===== src/rtl/hazard_ctrl.sv =====
// Hazard unit for a five-stage pipeline: operand forwarding, load/branch interlocks
// and a multi-cycle multiply occupancy FSM, with private copies of the M/W destinations.
module hazard_ctrl (
    input  logic       clk,
    input  logic       rst_n,
    input  logic [4:0] RsD,
    input  logic [4:0] RtD,
    input  logic [4:0] RsE,
    input  logic [4:0] RtE,
    input  logic [4:0] WriteRegE,
    input  logic       RegWriteE,
    input  logic       MemtoRegE,
    input  logic       BranchD,
    input  logic       MultE,
    output logic [1:0] ForwardAE,
    output logic [1:0] ForwardBE,
    output logic       ForwardAD,
    output logic       ForwardBD,
    output logic       StallF,
    output logic       StallD,
    output logic       StallE,
    output logic       FlushE
);

    typedef enum logic {
        S_IDLE = 1'b0,
        S_BUSY = 1'b1
    } state_t;

    state_t     r_state;
    logic [1:0] r_cnt;

    logic [4:0] r_write_reg_m;
    logic       r_reg_write_m;
    logic       r_mem_to_reg_m;
    logic [4:0] r_write_reg_w;
    logic       r_reg_write_w;

    logic       w_stall_e;
    logic       w_lwstall;
    logic       w_branchstall;
    logic       w_hold;

    logic [4:0] w_src_e   [2];
    logic [4:0] w_src_d   [2];
    logic [1:0] w_fwd_e   [2];
    logic       w_fwd_d   [2];
    logic       w_br_dep  [2];

    // Multiply occupancy: one stall cycle entering BUSY, two while cnt counts down,
    // and a final free cycle at cnt==0 where the result leaves E.
    always_ff @(posedge clk) begin
        if (!rst_n) begin
            r_state <= S_IDLE;
            r_cnt   <= 2'd0;
        end else begin
            case (r_state)
                S_IDLE: begin
                    if (MultE) begin
                        r_cnt   <= 2'd2;
                        r_state <= S_BUSY;
                    end
                end
                S_BUSY: begin
                    if (r_cnt != 2'd0) begin
                        r_cnt <= r_cnt - 2'd1;
                    end else begin
                        r_state <= S_IDLE;
                    end
                end
                default: begin
                    r_state <= S_IDLE;
                    r_cnt   <= 2'd0;
                end
            endcase
        end
    end

    assign w_stall_e = (r_state == S_IDLE) ? MultE : (r_cnt != 2'd0);

    // A held E stage sends a bubble into M so its destination is never forwarded twice.
    always_ff @(posedge clk) begin
        if (!rst_n) begin
            r_write_reg_m  <= 5'd0;
            r_reg_write_m  <= 1'b0;
            r_mem_to_reg_m <= 1'b0;
            r_write_reg_w  <= 5'd0;
            r_reg_write_w  <= 1'b0;
        end else begin
            if (w_stall_e) begin
                r_write_reg_m  <= 5'd0;
                r_reg_write_m  <= 1'b0;
                r_mem_to_reg_m <= 1'b0;
            end else begin
                r_write_reg_m  <= WriteRegE;
                r_reg_write_m  <= RegWriteE;
                r_mem_to_reg_m <= MemtoRegE;
            end
            r_write_reg_w <= r_write_reg_m;
            r_reg_write_w <= r_reg_write_m;
        end
    end

    assign w_src_e[0] = RsE;
    assign w_src_e[1] = RtE;
    assign w_src_d[0] = RsD;
    assign w_src_d[1] = RtD;

    genvar gi;
    generate
        for (gi = 0; gi < 2; gi++) begin : g_operand
            always_comb begin
                w_fwd_e[gi] = 2'b00;
                if (w_src_e[gi] != 5'd0 && w_src_e[gi] == r_write_reg_m && r_reg_write_m) begin
                    w_fwd_e[gi] = 2'b10;
                end else if (w_src_e[gi] != 5'd0 && w_src_e[gi] == r_write_reg_w && r_reg_write_w) begin
                    w_fwd_e[gi] = 2'b01;
                end
            end

            assign w_fwd_d[gi] = (w_src_d[gi] != 5'd0) && (w_src_d[gi] == r_write_reg_m) && r_reg_write_m;

            // A branch operand is unavailable if an ALU result is still in E or a load result in M.
            assign w_br_dep[gi] = (RegWriteE && WriteRegE != 5'd0 && WriteRegE == w_src_d[gi]) ||
                                  (r_mem_to_reg_m && r_write_reg_m != 5'd0 && r_write_reg_m == w_src_d[gi]);
        end
    endgenerate

    assign w_lwstall     = MemtoRegE && (RtE != 5'd0) && ((RtE == RsD) || (RtE == RtD));
    assign w_branchstall = BranchD && (w_br_dep[0] || w_br_dep[1]);
    assign w_hold        = w_lwstall | w_branchstall;

    assign ForwardAE = w_fwd_e[0];
    assign ForwardBE = w_fwd_e[1];
    assign ForwardAD = w_fwd_d[0];
    assign ForwardBD = w_fwd_d[1];
    assign StallE    = w_stall_e;
    assign StallF    = w_hold | w_stall_e;
    assign StallD    = w_hold | w_stall_e;
    assign FlushE    = w_hold & ~w_stall_e;

endmodule


===== config.mk =====
export PLATFORM = sky130hd
export DESIGN_NAME = hazard_ctrl
export DESIGN_NICKNAME = d
export VERILOG_FILES = /design/src/rtl/hazard_ctrl.sv
export SDC_FILE = /design/constraint.sdc
export NUM_CORES = 1
export LEC_CHECK = 0
export BUFFER_PORTS_ARGS = -buffer_cell sky130_fd_sc_hd__buf_2
export CAP_MARGIN = 0
export CORE_AREA = 5 5 67 51
export DETAILED_ROUTE_END_ITERATION = 16
export DIE_AREA = 0 0 72 56
export PLACE_DENSITY = 0.76
export SYNTH_ARGS = -nofsm -noshare
export SYNTH_HDL_FRONTEND = slang
export SYNTH_SLANG_ARGS = --single-unit

===== constraint.sdc =====
create_clock -name clk -period 5.3 [get_ports clk]
set_clock_uncertainty 0.15 [all_clocks]
set_input_delay 0.795 -clock clk [delete_from_list [all_inputs] [get_ports clk]]
set_output_delay 0.795 -clock clk [all_outputs]
set_load 0.005 [all_outputs]

==> results.md, run 1 <==
* Layout cells sized above 1 at 27.0%
* Flop2flop setup slack at between 3 and 4 ns
* Clk Tree Root Cell: clkbuf_8
* Number of synthesized register bits at 16
* Synth unique cells at 32
* HPWL Detailed at between 2000 and 3000 um
* Leakage Power at between 0.5 and 0.6 nW
* Mapped Area at 1270 um^2
* Worst-path clk slew at about 0.050 ns
* Core area at 2680 um^2
* P_sw at a little under 0.00009 W
* WL final at 3060 um
* Pint at ~0.00022 W
* Hold Path Depth at 1
* H-Tree Depth at 1
* Max-Cap Viols at 0
* Relative slew margins at 75.4%
* Hold endpoint: r_cnt[1]
* Die area at between 4000 and 5000 um^2
* Combinational group share of total power at ~28%
* Die width at 72 um
* Setup crit end kind: output port
* Sum Neg Setup Slack at 0 ns
* GRT overflow at 0
* Vias post-DR at 1,091
* DRC at 0
* CP peak stage delay at 0.56 ns
* Worst-path cell chain: buf_2 > or4_4 > o221ai_1 > nand4_1 > buf_2
* Worst-skew pair later-pin latency at 0.24 ns
* Status: completed
* Worst Tran Pin Value at 0.368 ns
* Area grow syn2layout at 14.7%
* Die Ht at around 56 um
* Worst reg2reg path depth at 6
* CTS tree: yes
* Postcts setup bufs at 0
* Via-per-instance ratio at just over 5
* Pwr Density at 211 nW/um^2
* Unrepaired setup endpoints after global routing: false
* Initial antenna violation count at 0
* R2R Path Start: r_cnt[0]
* Sequential-to-total area share from yosys stat at 25.2%
* Final min period at 3.06 ns
* First-pass DRT Iterations at 4
* Top delay family on crit path: simple AND/OR/NAND/NOR gates
* Max stage delay cell, worst path: or4_4
* # setup viols final at 0
* Switching share of power at 28.3%
* Clk pwr share at 27.8%
* Clock tree sinks at 16
* CP arrival at 2.11 ns
* Top_reg_cell synth: dfxtp_1
* Hold_sp: r_cnt[1]
* Post-Syn Nets at around 180
* R2r endpoint: r_cnt[1]
* Startpoint types: primary input
* Worst Hold Class: reg -> reg
* EDFF count, synth at 0
* Crit path buf inv count at 2
* Top Ports at just over 40
* Largest net degree at the start of global routing at 17
* Synth async-reset ratio at 0%
* Fmax at 327 MHz
* Clock tree buffer depth at 2
* Nets at 208
* CP Class: in -> out
* Hold buffer count at cts at 0
* Antenna viol nets, final at 0
* Worst-path fanout max at 5
* CP most frequent cell: buf_2
* Cells after synthesis at 143
* Initial drt markers at 24
* WHS at 0.378 ns
* Hold violation count in the final report at 0
* I/O Buffers at 40
* Final period utilization at 57.7%
* First-pass GRT wire length at 5450 um
* Number of diodes at 0
* Row cnt at 16
* Synth Warn # at 0
* CTS resizes at 0
* Average size of a mapped cell at slightly below 9 um^2
* VDD IR max at about 0.00014 V
* Gpl congestion at approximately 0.86
* Vias in the first global route at ~1,200
* WL per Instance at 14.6 um
* TritonCTS buffer count at 3
* Initial Util at 47.4%
* Seq pwr share at 44.6%
* Max-slew violations at 0
* WP data required at 4.36 ns
* Gr usage total at 17.0%
-- kinds of logic (layout without fill, tap and decap cells) --
family	Yosys count	after routing	share of synthesized area, %
compound gates	10	10	6.39
xor+xnor	50	50	34.4
simple gates	51	51	24.4
fa+ha+maj	1	1	0.983
flops	16	16	25.2
buf+inv	15	46	8.65
-- layout make-up --
type                    count  area, um^2
clock buffers               3        41.3
fillers                   264        1220
inverters                   3        11.3
multi-input cells         112         842
flip-flops and latches     16         320
well taps                  36        45.0
repair buffers             40         200
-- sequential cells by signal, indices dropped and copies added, names as in the netlist --
register	count
r_mem_to_reg_m	1
r_write_reg_w	5
r_reg_write_m	1
r_state	1
r_reg_write_w	1
r_write_reg_m	5
r_cnt	2
-- cells in the mapped netlist (2+ instances only) --
cell / n / area share, %
clkbuf_8: 2 / 2.2
o311a_1: 2 / 1.6
and2_1: 7 / 3.4
nor2_1: 3 / 0.88
nor4_1: 2 / 0.98
or3_1: 2 / 0.98
nor3_1: 5 / 2.0
buf_4: 3 / 1.8
dfxtp_1: 16 / 25
nand2_1: 5 / 1.5
and3_1: 7 / 3.4
xor2_1: 12 / 8.3
nand3_1: 7 / 2.8
nor4_2: 2 / 2.0
o2111ai_1: 2 / 1.4
nand4_1: 5 / 2.5
clkbuf_1: 4 / 1.2
inv_1: 3 / 0.88
or4_1: 2 / 1.2
buf_6: 3 / 2.7
xnor2_1: 38 / 26
-- layout by cell type, fill, tap and decap left out --
| cell | count |
|---|---|
| and3_1 | 7 |
| nand4_1 | 5 |
| o311a_1 | 2 |
| buf_2 | 40 |
| dfxtp_1 | 16 |
| o22ai_1 | 1 |
| nand2_1 | 5 |
| a21o_1 | 1 |
| xnor2_1 | 38 |
| o221ai_1 | 1 |
| and2_1 | 7 |
| nor3b_1 | 1 |
| nor3_1 | 5 |
| nand3_1 | 7 |
| or3_1 | 2 |
| nor4_1 | 2 |
| a21oi_1 | 1 |
| nor2b_1 | 1 |
| ha_1 | 1 |
| inv_1 | 3 |
| a31oi_1 | 1 |
| o211a_1 | 1 |
| o2111ai_1 | 2 |
| clkbuf_8 | 3 |
| nor2_1 | 3 |
| or4_1 | 2 |
| nor4_2 | 2 |
| xor2_1 | 12 |
| or4_4 | 1 |
| nor2_4 | 1 |
-- metrics by stage --
stage	cells	setup slack [ns]	cell area, um^2	total power, W	util, %
2_1_floorplan	143	2.36	1270	0.000198	-
3_3_place_gp	207	2.27	1420	0.000221	52.9
3_5_place_dp	207	2.24	1420	0.000225	52.9
4_1_cts	210	2.24	1460	0.000311	54.4
5_1_grt	210	2.17	1460	0.000328	54.4
6_report	210	2.24	1460	0.000308	54.4
-- worst max path at each step --
stage | startpoint | endpoint | cells after the start
after global placement | RtE[1] | StallF | 5
after detailed placement | RtE[1] | StallF | 5
final | RtE[1] | StallF | 5
after floorplan | RtE[3] | StallF | 5
after CTS | RtE[1] | StallF | 5
after global routing | RtE[1] | StallD | 5
-- power by group through the flow --
stage          sequential [W]  combinational, W  clock (W)
2_1_floorplan        0.000133         0.0000649          0
3_3_place_gp         0.000139         0.0000815          0
3_5_place_dp         0.000140         0.0000850          0
4_1_cts              0.000137         0.0000854  0.0000884
5_1_grt              0.000138         0.0000954  0.0000946
6_report             0.000137         0.0000848  0.0000855
-- layer usage --
metal | global-route usage, % | vias up | wire length [um] | part of all wire (%)
li1 | - | 550 | - | -
met1 | 21.9 | 497 | 1400 | 46
met2 | 27.1 | 38 | 1400 | 46
met3 | 5.23 | 6 | 214 | 7.0
met4 | 5.36 | 0 | 46 | 1.5
met5 | 0 | - | 0 | 0
(Power assumes the default switching activity.)
==> run 2, diff against run 1 <==
- ABC_AREA: unset -> 1
- CORE_AREA: 5 5 67 51 -> 5 5 72 54
- DIE_AREA: 0 0 72 56 -> 0 0 77 59
- PLACE_DENSITY: 0.76 -> 0.73
- clock period: 5.3 -> 2.75 ns (I/O delays scaled with it)
==> results.md, run 2 <==
* Pwr Total at 0.000632 W (+110%)
* Die width at 77 um (+6.9%)
* Mapped Area at 1380 um^2 (+8.1%)
* Commonest cells after routing, fill and taps aside: nand2_1, inv_1, buf_2
* H-Tree Depth at 1 (unchanged)
* First-pass DRT Iterations at 4 (unchanged)
* GRT overflow at 0 (unchanged)
* Initial antenna violation count at 0 (unchanged)
* CTS resizes at 0 (unchanged)
* R2r endpoint: r_cnt[1]
* Sequential-to-total area share from yosys stat at 23.3% (-1.9 points)
* Vias in the first global route at 1,453 (+21%)
* Hold buffer count at cts at 0 (unchanged)
* HPWL Detailed at 3080 um (+20%)
* Top Ports at 41 (unchanged)
* Number of synthesized register bits at 16 (unchanged)
* Worst reg2reg path depth at 8 (+2)
* Hold_sp: MemtoRegE
* CTS tree: yes
* Initial Util at 44.6% (-2.9 points)
* Cells after synthesis at 240 (+68%)
* Clock tree sinks at 16 (unchanged)
* R2R Path Start: r_cnt[0]
* Clk Tree Root Cell: clkbuf_8
* WL per Instance at 11.8 um (-19%)
* # setup viols final at 0 (unchanged)
* Postcts setup bufs at 0 (unchanged)
* Max stage delay cell, worst path: dfxtp_1
* CP Class: reg -> out
* Post-synthesis simple-gate area fraction at 40.4% (+16 points)
* Unrepaired setup endpoints after global routing: false
* CP most frequent cell: nand2_1
* Synth async-reset ratio at 0% (unchanged)
* Most common cell in the netlist: nand2_1
* Row cnt at 17 (+1)
* Startpoint types: flop
* WL final at 3750 um (+23%)
* Setup crit end kind: output port
* Status: completed
* Relative slew margins at 74.8% (-0.57 points)
* Antenna viol nets, final at 0 (unchanged)
* Synth unique cells at 25 (-22%)
* DRC at 0 (unchanged)
* Die area at 4540 um^2 (+13%)
* I/O Buffers at 40 (unchanged)
* Largest net degree at the start of global routing at 10 (-7)
* Worst-path fanout max at 7 (+2)
* Post-synthesis xor/xnor area fraction at 10.2% (-24 points)
* WP data required at 2.19 ns (-2.17 ns)
* Post-synthesis compound-gate area fraction at 10.0% (+3.6 points)
* VDD IR max at 0.000243 V (+75%)
* First-pass GRT wire length at 6460 um (+18%)
* Number of diodes at 0 (unchanged)
* Leakage Power at 0.950 nW (+59%)
* Adder and majority gate portion of the synthesized area at 0.910% (-0.073 points)
* CP peak stage delay at 0.54 ns (-0.02 ns)
* Average size of a mapped cell at 5.73 um^2 (-36%)
* Synth Warn # at 0 (unchanged)
* Post-Syn Nets at 272 (+55%)
* Flop2flop setup slack at 1.19 ns (-2.62 ns)
* Max-slew violations at 0 (unchanged)
* Sum Neg Setup Slack at 0 ns (unchanged)
* Final instance area at 1650 um^2 (+13%)
* Hold violation count in the final report at 0 (unchanged)
* Fmax at 427 MHz
* Most common cell after layout, fill and taps aside: nand2_1
* Final min period at 2.34 ns
* Hold Path Depth at 3 (+2)
* Ranking of synthesized cells by instance count: nand2_1, inv_1, nor2_1, dfxtp_1, nand3_1
* Pwr Density at 384 nW/um^2 (+82%)
* Top_reg_cell synth: dfxtp_1
* DP Area at 1590 um^2 (+12%)
* Top cell type's share of synthesized area at 23.3% (-2.9 points)
* Max-Cap Viols at 0 (unchanged)
* Area leader, netlist: dfxtp_1
* Core area at 3080 um^2 (+15%)
* Worst Tran Pin Value at 0.377 ns (+0.00853 ns)
* EDFF count, synth at 0 (unchanged)
* Nets at 312 (+50%)
* Clock tree buffer depth at 2 (unchanged)
* Worst Hold Class: in -> reg
* Gpl congestion at 0.976 (+14%)
* Area grow syn2layout at 19.7%
* Main combinational cell family by area after synthesis: simple AND/OR/NAND/NOR gates
* Non-Filler Instances at 317 (+51%)
* Worst-path clk slew at 0.06 ns (about the same)
* Vias post-DR at 1,567 (+44%)
* Layout cells sized above 1 at 19.4% (-7.7 points)
* Final period utilization at 85.2%
* Hold endpoint: r_mem_to_reg_m
* TritonCTS buffer count at 3 (unchanged)
* Gr usage total at 17.2% (+0.16 points)
* Mux contribution to synthesized area at 0% (unchanged)
* Synth top area cells: dfxtp_1, nand2_1, inv_1
* CP arrival at 1.78 ns (-0.33 ns)
* Dpl cells at 313 (+51%)
* Die Ht at 59 um (+5.4%)
* Largest regs: r_write_reg_m (5), r_write_reg_w (5), r_cnt (2)
* Initial drt markers at 210 (+780%)
* Worst-path cell chain: inv_2 > nand2_1 > nand2_1 > nor2_1 > nand3_1 > nand2_1 > nand2_1 > nand2_1 > nand2_2 > a21oi_2 > buf_2
* Via-per-instance ratio at 4.94 (-4.9%)
* Worst-skew pair later-pin latency at 0.24 ns (about the same)
* WHS at 0.249 ns (-0.129 ns)
[run 2: cell count changes after synthesis, moves of 5 or more]
cell,previous run,this run
inv_2,0,5
nor2_1,3,24
nand2_1,5,82
nand3_1,7,12
xnor2_1,38,7
and3_1,7,0
and2_1,7,0
inv_1,3,42
o21ai_0,0,9
[run 2: cell families (layout without fill, tap and decap cells)]
family | after synthesis | in the layout
AND/OR/NAND/NOR | 133 | 133
AO/OA/AOI/OAI | 22 | 22
adder cells (fa/ha/maj) | 1 | 1
XOR/XNOR | 16 | 16
flip-flops | 16 | 16
buffers and inverters | 52 | 91
[run 2: cell type report]
| class | count | area (um^2) |
|---|---|---|
| Inverter | 47 | 176 |
| Timing Repair Buffer | 40 | 200 |
| Multi-Input combinational cell | 172 | 846 |
| Fill cell | 321 | 1440 |
| Clock buffer | 4 | 55.1 |
| Sequential cell | 16 | 320 |
| Tap cell | 38 | 47.5 |
[run 2: worst max-delay path by stage]
| stage | from | endpoint | slack, ns | cells after the start |
|---|---|---|---|---|
| after global placement | r_write_reg_m[4] | FlushE | 0.70 | 11 |
| after global routing | r_write_reg_m[4] | FlushE | 0.28 | 11 |
| after floorplan | RtE[2] | StallF | 0.93 | 8 |
| final | r_write_reg_m[4] | FlushE | 0.41 | 11 |
| after detailed placement | r_write_reg_m[4] | FlushE | 0.71 | 11 |
| after CTS | r_write_reg_m[4] | FlushE | 0.43 | 11 |
[run 2: metal layers]
| metal | up-vias | wire length, um | part of all wire, % | GRT usage [%] |
|---|---|---|---|---|
| li1 | 816 | - | - | - |
| met1 | 681 | 1810 | 48 | 25.1 |
| met2 | 68 | 1520 | 40 | 26.1 |
| met3 | 2 | 409 | 11 | 3.80 |
| met4 | 0 | 8 | 0.21 | 3.43 |
| met5 | - | 0 | 0 | 0 |
[run 2: worst max-delay path: cells and delay by family (launching register included)]
family / cells / cell delay (ns)
AND/OR/NAND/NOR: 8 / 0.65
flip-flops: 1 / 0.54
buffers and inverters: 2 / 0.23
AO/OA/AOI/OAI: 1 / 0.10
[run 2: where the power goes]
part           leakage, nW  switching (W)  internal (W)  total (W)
Sequential           0.131      0.0000153      0.000245   0.000260
Combinational        0.790       0.000104     0.0000681   0.000172
Clock               0.0288      0.0000725      0.000127   0.000199
Total                0.950       0.000192      0.000440   0.000632
[run 2: metrics by stage]
step	util (%)	setup slack, ns
final	53.3	0.408
after global routing	53.3	0.277
after global placement	51.6	0.705
after detailed placement	51.6	0.710
after floorplan	-	0.926
after CTS	53.3	0.433
